--- src/rtl/timer_bcd_counter.sv ---
// MM:SS BCD countdown timer with an internal tick prescaler, button-driven
// setting mode, sticky expiry flag and a combinational all-zero indicator.
module timer_bcd_counter #(
  parameter int CLK_FREQ = 50_000_000,
  parameter int TICK_HZ  = 1
) (
  input  logic       clk,
  input  logic       rst,
  input  logic       enable,
  input  logic       forward,
  input  logic       reset_timer,
  input  logic       seg_demand,
  input  logic       min_demand,
  output logic [3:0] sec_ones,
  output logic [3:0] sec_tens,
  output logic [3:0] min_ones,
  output logic [3:0] min_tens,
  output logic       tick,
  output logic       done,
  output logic       zero
);

  localparam int DIV = CLK_FREQ / TICK_HZ;
  localparam int PW  = (DIV > 1) ? $clog2(DIV) : 1;
  localparam logic [PW-1:0] TC = PW'(DIV - 1);

  typedef enum logic [1:0] {
    MODE_HOLD  = 2'd0,
    MODE_SET   = 2'd1,
    MODE_COUNT = 2'd2,
    MODE_CLEAR = 2'd3
  } mode_e;

  logic [PW-1:0] presc_q, presc_d;
  logic [3:0]    sec_ones_q, sec_ones_d;
  logic [3:0]    sec_tens_q, sec_tens_d;
  logic [3:0]    min_ones_q, min_ones_d;
  logic [3:0]    min_tens_q, min_tens_d;
  logic          done_q, done_d;
  logic          seg_prev_q, seg_prev_d;
  logic          min_prev_q, min_prev_d;

  mode_e mode;
  logic  seg_press;
  logic  min_press;
  logic  at_tc;
  logic  time_zero;
  logic  tick_c;

  // Priority: synchronous clear beats any enabled activity.
  always_comb begin
    mode = MODE_HOLD;
    if (reset_timer)  mode = MODE_CLEAR;
    else if (enable)  mode = forward ? MODE_SET : MODE_COUNT;
  end

  assign seg_press = seg_demand & ~seg_prev_q;
  assign min_press = min_demand & ~min_prev_q;
  assign at_tc     = (presc_q == TC);
  assign time_zero = (sec_ones_q == 4'd0) && (sec_tens_q == 4'd0) &&
                     (min_ones_q == 4'd0) && (min_tens_q == 4'd0);

  always_comb begin
    presc_d    = presc_q;
    sec_ones_d = sec_ones_q;
    sec_tens_d = sec_tens_q;
    min_ones_d = min_ones_q;
    min_tens_d = min_tens_q;
    done_d     = done_q;
    seg_prev_d = seg_demand;
    min_prev_d = min_demand;
    tick_c     = 1'b0;

    case (mode)
      MODE_CLEAR: begin
        presc_d    = '0;
        sec_ones_d = 4'd0;
        sec_tens_d = 4'd0;
        min_ones_d = 4'd0;
        min_tens_d = 4'd0;
        done_d     = 1'b0;
        seg_prev_d = 1'b0;
        min_prev_d = 1'b0;
      end

      MODE_SET: begin
        presc_d = '0;
        done_d  = 1'b0;
        if (seg_press) begin
          if (sec_ones_q == 4'd9) begin
            sec_ones_d = 4'd0;
            sec_tens_d = (sec_tens_q == 4'd5) ? 4'd0 : sec_tens_q + 4'd1;
          end else begin
            sec_ones_d = sec_ones_q + 4'd1;
          end
        end
        if (min_press) begin
          if (min_ones_q == 4'd9) begin
            min_ones_d = 4'd0;
            min_tens_d = (min_tens_q == 4'd9) ? 4'd0 : min_tens_q + 4'd1;
          end else begin
            min_ones_d = min_ones_q + 4'd1;
          end
        end
      end

      MODE_COUNT: begin
        if (at_tc) begin
          presc_d = '0;
          tick_c  = 1'b1;
          if (time_zero) begin
            done_d = 1'b1;
          end else begin
            // One-second decrement with BCD borrow through all four digits.
            if (sec_ones_q != 4'd0) begin
              sec_ones_d = sec_ones_q - 4'd1;
            end else begin
              sec_ones_d = 4'd9;
              if (sec_tens_q != 4'd0) begin
                sec_tens_d = sec_tens_q - 4'd1;
              end else begin
                sec_tens_d = 4'd5;
                if (min_ones_q != 4'd0) begin
                  min_ones_d = min_ones_q - 4'd1;
                end else begin
                  min_ones_d = 4'd9;
                  min_tens_d = min_tens_q - 4'd1;
                end
              end
            end
            if ((sec_ones_d == 4'd0) && (sec_tens_d == 4'd0) &&
                (min_ones_d == 4'd0) && (min_tens_d == 4'd0)) begin
              done_d = 1'b1;
            end
          end
        end else begin
          presc_d = presc_q + PW'(1);
        end
      end

      default: begin
      end
    endcase
  end

  always_ff @(posedge clk or posedge rst) begin
    if (rst) begin
      presc_q    <= '0;
      sec_ones_q <= 4'd0;
      sec_tens_q <= 4'd0;
      min_ones_q <= 4'd0;
      min_tens_q <= 4'd0;
      done_q     <= 1'b0;
      seg_prev_q <= 1'b0;
      min_prev_q <= 1'b0;
    end else begin
      presc_q    <= presc_d;
      sec_ones_q <= sec_ones_d;
      sec_tens_q <= sec_tens_d;
      min_ones_q <= min_ones_d;
      min_tens_q <= min_tens_d;
      done_q     <= done_d;
      seg_prev_q <= seg_prev_d;
      min_prev_q <= min_prev_d;
    end
  end

  assign sec_ones = sec_ones_q;
  assign sec_tens = sec_tens_q;
  assign min_ones = min_ones_q;
  assign min_tens = min_tens_q;
  assign tick     = tick_c;
  assign done     = done_q;
  assign zero     = time_zero;

endmodule

--- config.mk ---
export PLATFORM = sky130hd
export DESIGN_NAME = timer_bcd_counter
export DESIGN_NICKNAME = d
export VERILOG_FILES = /design/src/rtl/timer_bcd_counter.sv
export SDC_FILE = /design/constraint.sdc
export NUM_CORES = 1
export LEC_CHECK = 0
export CORE_UTILIZATION = 35
export CTS_CLUSTER_SIZE = 28
export DETAILED_ROUTE_END_ITERATION = 6
export PLACE_DENSITY_LB_ADDON = 0.1
export SYNTH_ARGS = -nofsm -noshare
export SYNTH_HDL_FRONTEND = slang
export SYNTH_SLANG_ARGS = --single-unit
--- constraint.sdc ---
create_clock -name clk -period 2.4 [get_ports clk]
set_input_delay 0.6 -clock clk [delete_from_list [all_inputs] [get_ports clk]]
set_output_delay 0.6 -clock clk [all_outputs]
set_load 0.05 [all_outputs]
# Yosys cells after proc, flatten, opt, wreduce, memory -nomap -nowiden
# Index checks and enable logic that the tools add are counted.
# op_classes
shift	0
mux	56
n_reduce_logical	25
n_mul	0
div	0
n_bitwise	4
magnitude_cmp	0
n_eq_ne	15
addsub	9
# ops
operator	count
4-bit two-way mux	39
26-bit one-hot mux with 2 select lines	1
4-bit one-hot mux with 3 select lines	4
4-bit logical NOT	8
26-bit by 1-bit adder with 26-bit output (second input constant)	1
26-bit equality test (second input constant)	1
26-bit two-way mux	1
4-bit by 1-bit adder with 4-bit output (second input constant)	4
4-bit by 1-bit subtractor with 4-bit output (second input constant)	4
4-bit equality test (second input constant)	3
2-bit != test (second input constant)	6
4-bit nonzero test	3
5-bit AND reduction	2
4-bit AND reduction	2
1-bit two-way mux	7
1-bit logical AND	6
2-bit two-way mux	3
2-bit equality test (second input constant)	2
4-bit by 3-bit equality test with 1-bit output (second input constant)	1
3-bit != test (second input constant)	1
3-bit AND reduction	1
3-bit nonzero test	1
1-bit AND	2
2-bit by 1-bit equality test with 1-bit output (second input constant)	1
other kinds (4)	5
# totals
ram_bits	0
latch_bits	0
input_bits	7
out_inout_bits	19
romBits	0
register_bits	45
mem_count	0
elab_cells	117

# Logic depth before layout (Yosys ltp)
# depth
depth_word	15
ltp_mapped	11
depth_no_buf	10

# Least setup slack after synthesis
# No wires, ideal clock.
# synth_path
path_kind	reg2reg
start	register sec_tens_q[0] (netlist: sec_tens[0])
end	register min_tens_q[1] (netlist: min_tens[1])
setup_time_ns	0.125
synth_period_minus_slack_ns	3.258
t_arrival_ns	3.133
path_stages_with_launch	9
slack_ns	-0.858
n_path_buf	1
t_required_ns	2.275
cell_sequence	dfrtp_1 clkbuf_1 inv_1 ha_1 or3b_4 nor4_4 nor3_1 a21oi_4 mux2_2
# synth_between
word_cells_on_any_way	15
cone_classes	eq/ne (1); mux (8); reduce/logical (6)
# synth_rtl
element	line_no	text
from (decl)	36	logic [3:0] sec_tens_q, sec_tens_d;
from (signal assigned)	159	sec_tens_q <= sec_tens_d;
4-bit logical NOT	60	assign time_zero = (sec_ones_q == 4'd0) && (sec_tens_q == 4'd0) &&
1-bit logical AND (2 in a row)	60	
1-bit logical AND	61	(min_ones_q == 4'd0) && (min_tens_q == 4'd0);
named net zero	20	output logic zero
2-bit != test (no line)	n/a	
5-bit AND reduction (no line)	n/a	
to (signal assigned)	161	min_tens_q <= min_tens_d;
to (decl)	38	logic [3:0] min_tens_q, min_tens_d;
# The timed path passes the listed nets, and every way through them passes these cells. The select of a mux whose other input is x is not followed.
# A chain may end at the register's enable or synchronous reset.

# Final worst setup path
# layout_path
start	register sec_ones_q[1] (netlist: sec_ones[1])
end	output port zero
# layout_between
elab_chain_len	4
# layout_lines
element	line_no	text
from (decl)	35	logic [3:0] sec_ones_q, sec_ones_d;
from (signal assigned)	158	sec_ones_q <= sec_ones_d;
4-bit logical NOT	60	
1-bit logical AND (2 in a row)	60	
1-bit logical AND	61	
to (decl)	20	
# Every way passes these cells.

==> impl_metrics.toml <==
[outcome]
outcome = "finished, violations left"
violations = "setup timing"

[floorplan]
fp-row-count = 35
dieArea_sq_um = 10000
initial_core_util = 0.363
ios = 26
die_w_um = 100
die_h_um = 100
core_sq_um = 9280

[logic_synthesis]
syn_inst = 382
ys_seq_area_frac = 0.334
yosysWarnings = 0
synth_edf_count = 0
ys_async_sr_fraction = 1.00
syn_nets = 407
netlist_area_sq_um = 3370
netlist-cell-type-count = 62
synth_seq_cells = 45
syn_area_per_cell_sq_um = 8.83
synthFlopType = "dfrtp_1"

[power]
p_sw_mw = 1.16
power_frac_comb = 0.518
clkPwrFrac = 0.203
vdd_drop_max_uv = 370
seq_power_share = 0.279
p_int_mw = 1.80
power_density_nw_per_um2 = 640
swShare = 0.392
p_leak_nw = 2.02

[clock_tree]
numCtsBuffers = 5
cts_tree = "yes"
cts_sinks = 45
path_clk_slew_ns = 0.09
cts_root_buf = "clkbuf_8"
clockBufferDepth = 2
htree_num_levels = 2
insertion_delay_ns = 0.30
ctsHoldBuffers = 0

[layout]
antenna_cells = 0
areaGrowthSynthToFinish_pct = 37.2
nFillCells = 920
final_cells = 604
drive_gt1_frac = 0.328
layout.nets = 499

[sta]
slew_headroom = 0.666
max_clock_freq_ghz = 0.394
fin_tns_setup_ns = -0.257
slew_violations = 0
hold-worst-slack_ns = 0.544
worst_pin_slew_ns = 0.501
finalSetupViolations = 2
hold_viol = 0
min_period_over_period = 1.06
skew_ns = 0.00449
rsz0062_at_grt = "true"
setup_slack_ns = -0.140
fin_crit_ns = 2.54

[setup_path]
cp.arrival_ns = 1.94
crit_chain = "inv_2, ha_4, or3b_4, nor4_4, buf_4, buf_12"
reg2regPathDepth = 9
reg2reg_slack_ns = 0.04
worstReg2RegEnd = "min_tens[0]$_DFFE_PP0P_"
crit_fanout = 2
slowest_delay_ns = 0.42
criticalPathCategory = "reg -> out"
r2r_start = "min_ones[0]$_DFFE_PP0P_"
end_kind = "primary output"
crit_slowest_cell = "dfrtp_2"
startpoint_type = "flip-flop"
critical_path_required_ns = 1.80

[global_route]
grt_pass1_wl_um = 14600
antenna_found_initial = 0
grt_overflow_total = 0
grtUsageTotal = 0.186
grt_pass1_vias = 2871
grt_start_max_net_pins = 29

[hold_path]
hp-class = "reg -> reg"
whs_path_depth = 2
hp-start = "done$_DFFE_PP0P_"
min_to = "done$_DFFE_PP0P_"

[drt]
ant_nets = 0
via_per_inst = 5.05
drcViolationCount = 0
drtIter0Drc = 97
dr.pass1.iters = 4
num_vias = 3049
wl_per_cell_um = 14.4
drt-total-wl_um = 8710

[place]
dp_hpwl_um = 6350
dpl.cell_count = 585
port-buffer-count = 25
place.gp.congestion = 0.813

[flow_run]
cap_violations = 0
## synth_stat cells, types with 3 or more instances
| master | n | area (sq um) |
|---|---|---|
| dfrtp_1 | 45 | 1130 |
| nor2_1 | 42 | 158 |
| nand2_1 | 28 | 105 |
| inv_1 | 22 | 82.6 |
| o21ai_0 | 21 | 105 |
| ha_1 | 18 | 225 |
| nand3_1 | 18 | 90.1 |
| xnor2_1 | 17 | 149 |
| nor3_1 | 16 | 80.1 |
| a21oi_1 | 13 | 65.1 |
| xor2_1 | 11 | 96.3 |
| clkbuf_1 | 8 | 30.0 |
| nand4_1 | 8 | 50.1 |
| o31ai_1 | 8 | 60.1 |
| nand2b_1 | 7 | 43.8 |
| a31oi_1 | 6 | 37.5 |
| nor3b_1 | 6 | 45.0 |
| a21o_1 | 5 | 37.5 |
| mux2_2 | 5 | 56.3 |
| nor4_1 | 5 | 31.3 |
| and3_1 | 4 | 25.0 |
| buf_2 | 4 | 20.0 |
| o22ai_1 | 4 | 25.0 |
| a32oi_1 | 3 | 26.3 |
| clkbuf_8 | 3 | 41.3 |
| nand3b_1 | 3 | 22.5 |
| nor2b_1 | 3 | 18.8 |
| nor4b_1 | 3 | 26.3 |
| or3b_4 | 3 | 33.8 |
## stage by stage
step / setup WS [ns] / util / area, sq um / power, mW
2_1_floorplan: -0.671 / - / 3470 / 1.79
3_3_place_gp: -0.558 / 0.459 / 4260 / 2.26
3_5_place_dp: -0.588 / 0.459 / 4260 / 2.27
4_1_cts: -0.151 / 0.489 / 4540 / 2.95
5_1_grt: -0.215 / 0.499 / 4630 / 3.13
6_report: -0.140 / 0.499 / 4630 / 2.96
## cell families after synthesis
family,Yosys count,share of synthesized area
AOI/OAI and AO/OA,76,0.154
and+or+nand+nor,166,0.275
muxes,8,0.0285
xor gates and xnor gates,28,0.0727
DFF,45,0.334
buffers and inverters,41,0.0701
adders and majority gates,18,0.0667
## how the worst max path moves through the flow
| stage | startpoint | end | slack, ns | depth (start not counted) |
|---|---|---|---|---|
| final | sec_ones[1]$_DFFE_PP0P_ | zero | -0.14 | 6 |
| after global routing | sec_ones[1]$_DFFE_PP0P_ | zero | -0.21 | 6 |
| after CTS | sec_ones[1]$_DFFE_PP0P_ | zero | -0.15 | 6 |
| after detailed placement | forward | min_tens[1]$_DFFE_PP0P_ | -0.59 | 11 |
| after global placement | forward | min_tens[1]$_DFFE_PP0P_ | -0.56 | 11 |
| after floorplan | sec_tens[0]$_DFFE_PP0P_ | sec_tens[1]$_DFFE_PP0P_ | -0.67 | 9 |
## power by group through the flow
stage	sequential [mW]	clock (mW)	combinational, mW
global placement	0.838	0	1.42
global route	0.831	0.651	1.65
CTS	0.824	0.624	1.50
floorplan	0.985	0	0.807
detailed placement	0.839	0	1.43
finish	0.825	0.602	1.53
## critical path: cells and delay by family, from the launching register on
family	cells	cell delay, ns
adder cells (fa/ha/maj)	1	0.13
buffers and inverters	3	0.36
flip-flops	1	0.42
AND/OR/NAND/NOR	2	0.71
## final cells by class
cell class | instances | area, sq um | area share
flip-flops and latches | 45 | 1130 | 0.245
repair buffers | 104 | 878 | 0.190
multi-input cells | 296 | 2260 | 0.488
inverters | 22 | 85.1 | 0.0184
clock inverters | 2 | 38.8 | 0.00838
well taps | 129 | 161 | 0.0349
clock buffers | 6 | 72.6 | 0.0157
## state kept, by name, summed over array words and instances, names as in the netlist
signal	count
seg_prev_q	1
min_ones	4
sec_ones	4
sec_tens	4
presc_q	26
min_prev_q	1
done	1
min_tens	4
## metal layers
| layer | wire [um] | track usage | up-vias |
|---|---|---|---|
| li1 | - | - | 1545 |
| met5 | 0 | 0 | - |
| met1 | 4630 | 0.280 | 1459 |
| met4 | 65 | 0.0368 | 0 |
| met2 | 3780 | 0.284 | 39 |
| met3 | 230 | 0.0265 | 6 |
## timing repair
| action | in CTS | in global routing |
|---|---|---|
| pin swaps | 8 | 6 |
| resized for setup | 30 | 13 |
| buffers inserted | 8 | 4 |
| setup endpoints to repair | 32 | 35 |
## cells in the final DEF, fill, tap and decap left out, types with 6 or more instances in the layout
cell type	netlist	routed
clkdlybuf4s50_1	0	19
inv_1	22	12
nand3_1	18	18
nor2_1	42	40
xor2_1	11	11
inv_2	0	9
o21ai_0	21	18
nand2b_1	7	6
a21oi_1	13	11
o31ai_1	8	8
nand2_1	28	28
xnor2_1	17	17
buf_4	0	77
nand4_1	8	8
nor3_1	16	12
a31oi_1	6	6
dfrtp_1	45	40
ha_1	18	12
Power figures use the tool's default switching activity.
